$ cat src/rtl/score_status_tracker.sv
// -----------------------------------------------------------------------------
// score_status_tracker
//
// Game-status stage that sits in front of the seven-segment display driver.
// It tracks the IDLE/PLAY/LOST game state, keeps a 4-digit BCD score and a
// best score, and generates the digit-scan tick and blink phase the display
// needs.
//
// Ports:
//   clk          system clock
//   rst          synchronous, active-high reset
//   start        one-cycle pulse: begin a new game (IDLE or LOST only)
//   pipe_passed  one-cycle pulse: bird cleared a pipe (scores in PLAY)
//   collision    one-cycle pulse: bird crashed (PLAY -> LOST)
//   lost         high while in LOST
//   playing      high while in PLAY
//   score_bcd    current score, 4 BCD digits, [15:12] = thousands
//   best_bcd     best score since reset, 4 BCD digits
//   scan_tick    one-cycle pulse every SCAN_DIV cycles
//   blink_phase  lost-message phase: 0 = "YOU", 2 = "LOSE", 1/3 = blank
//   state_dbg    current FSM state (0 = IDLE, 1 = PLAY, 2 = LOST)
//
// Handshake: start, pipe_passed and collision are single-cycle event
// strobes with no back-pressure; each is consumed on the edge where it is
// high, and is simply ignored if the current state does not act on it.
// -----------------------------------------------------------------------------
module score_status_tracker #(
   parameter int unsigned SCAN_DIV  = 262144,
   parameter int unsigned BLINK_DIV = 50000000
) (
   input  logic        clk,
   input  logic        rst,
   input  logic        start,
   input  logic        pipe_passed,
   input  logic        collision,
   output logic        lost,
   output logic        playing,
   output logic [15:0] score_bcd,
   output logic [15:0] best_bcd,
   output logic        scan_tick,
   output logic [1:0]  blink_phase,
   output logic [1:0]  state_dbg
);

   localparam int SCAN_W  = (SCAN_DIV  > 2) ? $clog2(SCAN_DIV)  : 1;
   localparam int BLINK_W = (BLINK_DIV > 2) ? $clog2(BLINK_DIV) : 1;
   localparam logic [SCAN_W-1:0]  SCAN_LAST  = SCAN_W'(SCAN_DIV - 1);
   localparam logic [BLINK_W-1:0] BLINK_LAST = BLINK_W'(BLINK_DIV - 1);

   typedef enum logic [1:0] {
      ST_IDLE = 2'd0,
      ST_PLAY = 2'd1,
      ST_LOST = 2'd2
   } state_e;

   state_e              state_q, state_d;
   logic [15:0]         score_q, score_d;
   logic [15:0]         best_q, best_d;
   logic [15:0]         score_inc;
   logic                lost_q, lost_d;
   logic                playing_q, playing_d;
   logic [SCAN_W-1:0]   scan_cnt_q, scan_cnt_d;
   logic                scan_tick_q, scan_tick_d;
   logic [BLINK_W-1:0]  blink_cnt_q, blink_cnt_d;
   logic [1:0]          blink_phase_q, blink_phase_d;
   logic                carry;

   // BCD +1 with a ripple carry across the four digits.
   always_comb begin
      score_inc = score_q;
      carry     = 1'b1;
      for (int i = 0; i < 4; i++) begin
         if (carry) begin
            if (score_q[i*4 +: 4] >= 4'd9) begin
               score_inc[i*4 +: 4] = 4'd0;
            end else begin
               score_inc[i*4 +: 4] = score_q[i*4 +: 4] + 4'd1;
               carry = 1'b0;
            end
         end
      end
   end

   // Next state, score and best score.
   always_comb begin
      state_d = state_q;
      score_d = score_q;
      best_d  = best_q;
      case (state_q)
         ST_IDLE: begin
            if (start) begin
               state_d = ST_PLAY;
               score_d = 16'h0000;
            end
         end
         ST_PLAY: begin
            // collision has priority over a simultaneous pipe_passed.
            if (collision) begin
               state_d = ST_LOST;
               // Nibbles never exceed 9, so a plain unsigned compare of the
               // packed BCD word orders scores the same as a digit-wise compare.
               if (score_q > best_q) best_d = score_q;
            end else if (pipe_passed && (score_q != 16'h9999)) begin
               score_d = score_inc;
            end
         end
         ST_LOST: begin
            if (start) begin
               state_d = ST_PLAY;
               score_d = 16'h0000;
            end
         end
         default: state_d = ST_IDLE;
      endcase
   end

   // Status flags, scan divider and blink divider.
   always_comb begin
      lost_d    = (state_d == ST_LOST);
      playing_d = (state_d == ST_PLAY);

      scan_cnt_d  = (scan_cnt_q == SCAN_LAST) ? '0 : scan_cnt_q + SCAN_W'(1);
      scan_tick_d = (scan_cnt_d == SCAN_LAST);

      blink_cnt_d   = '0;
      blink_phase_d = 2'd0;
      // Only count while staying in LOST; the entry edge leaves both at 0.
      if ((state_q == ST_LOST) && (state_d == ST_LOST)) begin
         if (blink_cnt_q == BLINK_LAST) begin
            blink_cnt_d   = '0;
            blink_phase_d = blink_phase_q + 2'd1;
         end else begin
            blink_cnt_d   = blink_cnt_q + BLINK_W'(1);
            blink_phase_d = blink_phase_q;
         end
      end
   end

   always_ff @(posedge clk) begin
      if (rst) begin
         state_q       <= ST_IDLE;
         score_q       <= 16'h0000;
         best_q        <= 16'h0000;
         lost_q        <= 1'b0;
         playing_q     <= 1'b0;
         scan_cnt_q    <= '0;
         scan_tick_q   <= 1'b0;
         blink_cnt_q   <= '0;
         blink_phase_q <= 2'd0;
      end else begin
         state_q       <= state_d;
         score_q       <= score_d;
         best_q        <= best_d;
         lost_q        <= lost_d;
         playing_q     <= playing_d;
         scan_cnt_q    <= scan_cnt_d;
         scan_tick_q   <= scan_tick_d;
         blink_cnt_q   <= blink_cnt_d;
         blink_phase_q <= blink_phase_d;
      end
   end

   assign lost        = lost_q;
   assign playing     = playing_q;
   assign score_bcd   = score_q;
   assign best_bcd    = best_q;
   assign scan_tick   = scan_tick_q;
   assign blink_phase = blink_phase_q;
   assign state_dbg   = state_q;

endmodule

$ cat config.mk
export PLATFORM = sky130hd
export DESIGN_NAME = score_status_tracker
export DESIGN_NICKNAME = d
export VERILOG_FILES = /design/src/rtl/score_status_tracker.sv
export SDC_FILE = /design/constraint.sdc
export NUM_CORES = 1
export LEC_CHECK = 0
export BUFFER_PORTS_ARGS = -buffer_cell sky130_fd_sc_hd__buf_2
export CAP_MARGIN = 0
export CORE_MARGIN = 2
export CORE_UTILIZATION = 49
export DETAILED_ROUTE_END_ITERATION = 6
export GPL_ROUTABILITY_DRIVEN = 1
export PLACE_DENSITY_LB_ADDON = 0.2
export SLEW_MARGIN = 30
export SYNTH_ARGS = -nofsm -noshare
export SYNTH_HDL_FRONTEND = slang
export SYNTH_SLANG_ARGS = --single-unit
$ cat constraint.sdc
create_clock -name clk -period 2.2 [get_ports clk]
set_input_delay 0.11 -clock clk [delete_from_list [all_inputs] [get_ports clk]]
set_output_delay 0.11 -clock clk [all_outputs]
set_load 0.02 [all_outputs]
==> results by group <==
Flow run
  – Max_cap viols: 0

STA
  – Slew at the pin closest to its max-slew limit: 459.4 ps
  – Final worst path period need: between 2000 and 2500 ps
  – Headroom to the max-slew limit: 0.6912
  – Fin worst setup slack: roughly 77 ps
  – Final Max Tran Viols: 0
  – Maximum frequency from static timing analysis: approximately 0.47 GHz
  – Count of endpoints failing setup in the final report: 0
  – Largest clock skew in the final design: ~14 ps
  – Unrepaired setup endpoints after global routing: yes
  – Hold violation total from the final report: 0
  – Share of the clock period used by the worst path: 0.9650
  – Hold slack final: roughly 70 ps

Route
  – Drt pass-1 iters: 4
  – Per-cell via count in the routed design: around 5.5
  – DRC violations left: 0
  – Antenna-violating nets left: 0
  – Initial drt markers: ~110
  – Routed wire per std cell: 14.82 µm
  – Final routed wirelength across all metal layers: 10060 µm
  – Via count: around 3700

Finish
  – Fraction of final layout cells sized beyond drive strength 1: 0.2277
  – Final layout net count: around 600
  – Most frequent cells in the layout: sky130_fd_sc_hd__dfxtp_1 (77), sky130_fd_sc_hd__nor2_1 (67), sky130_fd_sc_hd__buf_2 (43)
  – Most frequent standard cell in the layout excluding fill and tap cells: sky130_fd_sc_hd__dfxtp_1
  – Area Overhead vs Synth: 19.45%
  – Number of antenna cells inserted: 0
  – Filler Cell Count: 790

Yosys
  – Average instance area after synthesis: around 8.7 µm²
  – Number of cells produced by synthesis: ~500
  – Top area cells in the synthesized netlist: sky130_fd_sc_hd__dfxtp_1 (38%), sky130_fd_sc_hd__ha_1 (8.7%), sky130_fd_sc_hd__nor2_1 (5.9%)
  – Prevailing post-synth register cell: sky130_fd_sc_hd__dfxtp_1
  – Post-synth EDFFs: 0
  – Total number of yosys warnings: 0
  – Syn_nets: approximately 530
  – Async S/R FF share, synth: 0
  – Sequential share of the synthesized area: 0.3837
  – Library cell with the largest summed area after synthesis: sky130_fd_sc_hd__dfxtp_1
  – Unique masters post-synth: 56
  – Area fraction of the dominant cell type after synthesis: 0.3837
  – Cell Area, Synth: 4330 µm²
  – Number of synthesized register bits: slightly above 80

Status
  – Outcome: finished clean

Pwr
  – Leak Pwr: 2.072 nW
  – Power, Total: a little under 3 mW
  – Maximum vdd ir drop: 0.0003072 V
  – Power density over the cells: 558.3 nW/µm²

Critical path
  – Required time worst endpoint: about 2500 ps
  – Worst Setup Path Type: reg -> reg
  – Startpoint types: flop
  – R2R cell count: 9
  – Type of destination of the critical path: flop
  – Data arrival time of the worst path: roughly 2400 ps
  – CP Max Fanout: 6

Clocking
  – Clock latency at the later pin of the worst-skew pair: 360 ps
  – # H-tree levels: 3
  – Clock tree from TritonCTS: done
  – Clock tree root driver cell: sky130_fd_sc_hd__clkbuf_8
  – Total of hold buffers inserted after clock tree synthesis: 0
  – Number of clock sinks: 83
  – Number of buffers between clock root and the deepest sink: 2
  – Clock slew at the register clock pins of the worst setup and hold paths: approximately 90 ps
  – Num CTS Buffers: 9

Global routing
  – Vias in the first global route: 3546
  – Global-route usage over all layers: 0.2129
  – Antenna violations before repair: 1
  – Overflow left after global routing: 0
  – Largest net degree at the start of global routing: 26
  – Wire length of the first global-routing pass: between 15000 and 20000 µm

Floorplanning
  – Die outline area: slightly below 10000 µm²
  – Starting density of the core: 0.5014
  – Placement Rows: 34
  – Die Span X: roughly 98 µm
  – Top-level port count: between 40 and 50
  – Vertical die dimension: roughly 98 µm
  – Core ar.: about 8600 µm²

Worst hold path
  – Min-Delay Path Class: in -> reg
  – Worst Hold Path Cells: 4

Place
  – Final estimated routing congestion in global placement: approximately 0.85
  – Setup Slack @ Placement: about 11 ps
  – Port Buffers: between 40 and 50
  – Post-DP HPWL: about 7400 µm
==> flip-flops by register name (all words and copies together), names as in the netlist <==
| register | flops |
|---|---|
| best_bcd | 16 |
| lost | 1 |
| scan_tick | 1 |
| blink_cnt_q | 26 |
| score_bcd | 16 |
| playing | 1 |
| state_dbg | 2 |
| blink_phase | 2 |
| scan_cnt_q | 18 |
==> critical path, stage by stage (launching register included) <==
cell,delay (ps)
sky130_fd_sc_hd__dfxtp_2,350
sky130_fd_sc_hd__inv_2,50
sky130_fd_sc_hd__ha_4,250
sky130_fd_sc_hd__nor2b_1,110
sky130_fd_sc_hd__o211ai_1,130
sky130_fd_sc_hd__a2111oi_2,400
sky130_fd_sc_hd__a211o_1,250
sky130_fd_sc_hd__o21a_1,190
sky130_fd_sc_hd__buf_6,150
sky130_fd_sc_hd__mux2i_1,180
==> layout make-up <==
cell class              instances  area (µm²)  share of cell area
clock buffers                  12       155.1             0.03000
clock inverters                 4       48.80            0.009434
inverters                      36       135.1             0.02612
multi-input cells             359        2535              0.4901
flip-flops and latches         83        1669              0.3227
well taps                     108       135.1             0.02612
repair buffers                 77       494.2             0.09555
==> repair_timing <==
action / in CTS / in global routing
pin swaps: 0 / 6
setup endpoints to repair: 2 / 28
buffers inserted: 0 / 2
resized for setup: 2 / 29
==> report_power, final <==
part,switching (mW),internal [mW],total [mW]
Clock,0.545,0.586,1.13
Combinational,0.147,0.0800,0.227
Sequential,0.0157,1.51,1.53
Total,0.708,2.18,2.89
==> logic make-up after synthesis <==
group / share of synthesized area
AO/OA/AOI/OAI: 0.1297
multiplexers: 0.006935
flip-flops: 0.3837
buffers and inverters: 0.05576
XOR/XNOR: 0.08090
AND/OR/NAND/NOR: 0.2563
adder cells (fa/ha/maj): 0.08668
==> cells in the mapped netlist (2+ instances only) <==
master and number:
sky130_fd_sc_hd__dfxtp_1 83, sky130_fd_sc_hd__nor2_1 68, sky130_fd_sc_hd__nand2_1 42, sky130_fd_sc_hd__inv_1 36, sky130_fd_sc_hd__ha_1 30, sky130_fd_sc_hd__xor2_1 23, sky130_fd_sc_hd__a21oi_1 21, sky130_fd_sc_hd__nand3_1 21
sky130_fd_sc_hd__xnor2_1 17, sky130_fd_sc_hd__o31ai_1 15, sky130_fd_sc_hd__o2111ai_1 13, sky130_fd_sc_hd__nand4_1 12, sky130_fd_sc_hd__nor3_1 10, sky130_fd_sc_hd__clkbuf_1 9, sky130_fd_sc_hd__o21ai_0 9, sky130_fd_sc_hd__and3_1 7
sky130_fd_sc_hd__and4_1 5, sky130_fd_sc_hd__nand3b_1 5, sky130_fd_sc_hd__buf_2 4, sky130_fd_sc_hd__buf_6 4, sky130_fd_sc_hd__nor4_1 4, sky130_fd_sc_hd__a41oi_1 3, sky130_fd_sc_hd__mux2i_1 3, sky130_fd_sc_hd__nor2b_1 3
sky130_fd_sc_hd__nor4_2 3, sky130_fd_sc_hd__nor4bb_1 3, sky130_fd_sc_hd__o21a_1 3, sky130_fd_sc_hd__or4_1 3, sky130_fd_sc_hd__a32oi_1 2, sky130_fd_sc_hd__a41o_1 2, sky130_fd_sc_hd__and2_1 2, sky130_fd_sc_hd__nand2b_1 2
sky130_fd_sc_hd__nand3_2 2, sky130_fd_sc_hd__nor3b_1 2, sky130_fd_sc_hd__nor4_4 2, sky130_fd_sc_hd__o22ai_1 2, sky130_fd_sc_hd__or2_1 2
==> routing by layer <==
metal,vias to the layer above,part of all wire,track usage
met2,70,0.49,0.3630
li1,1889,-,-
met5,-,0.0013,0
met4,2,0.018,0.07265
met3,19,0.038,0.03794
met1,1755,0.46,0.2723
==> per-stage QoR <==
step	utilization	instance area, µm²	setup TNS [ps]	std cells
3_3_place_gp	0.5590	4827	0	661
5_1_grt	0.5990	5172	-21.23	679
6_report	0.5990	5172	0	679
2_1_floorplan	-	4330	0	496
3_5_place_dp	0.5590	4827	0	661
4_1_cts	0.5832	5036	0	677
==> worst paths after layout <==
check	startpoint	endpoint	slack, ps
setup / recovery	best_bcd[1]	best_bcd[0]	80
hold / removal	start	state_dbg[1]	70
setup reg to reg	best_bcd[1]	best_bcd[0]	80
hold reg to reg	blink_cnt_q[0]	blink_cnt_q[0]	460
No activity file was read; power rests on OpenSTA's default activity.
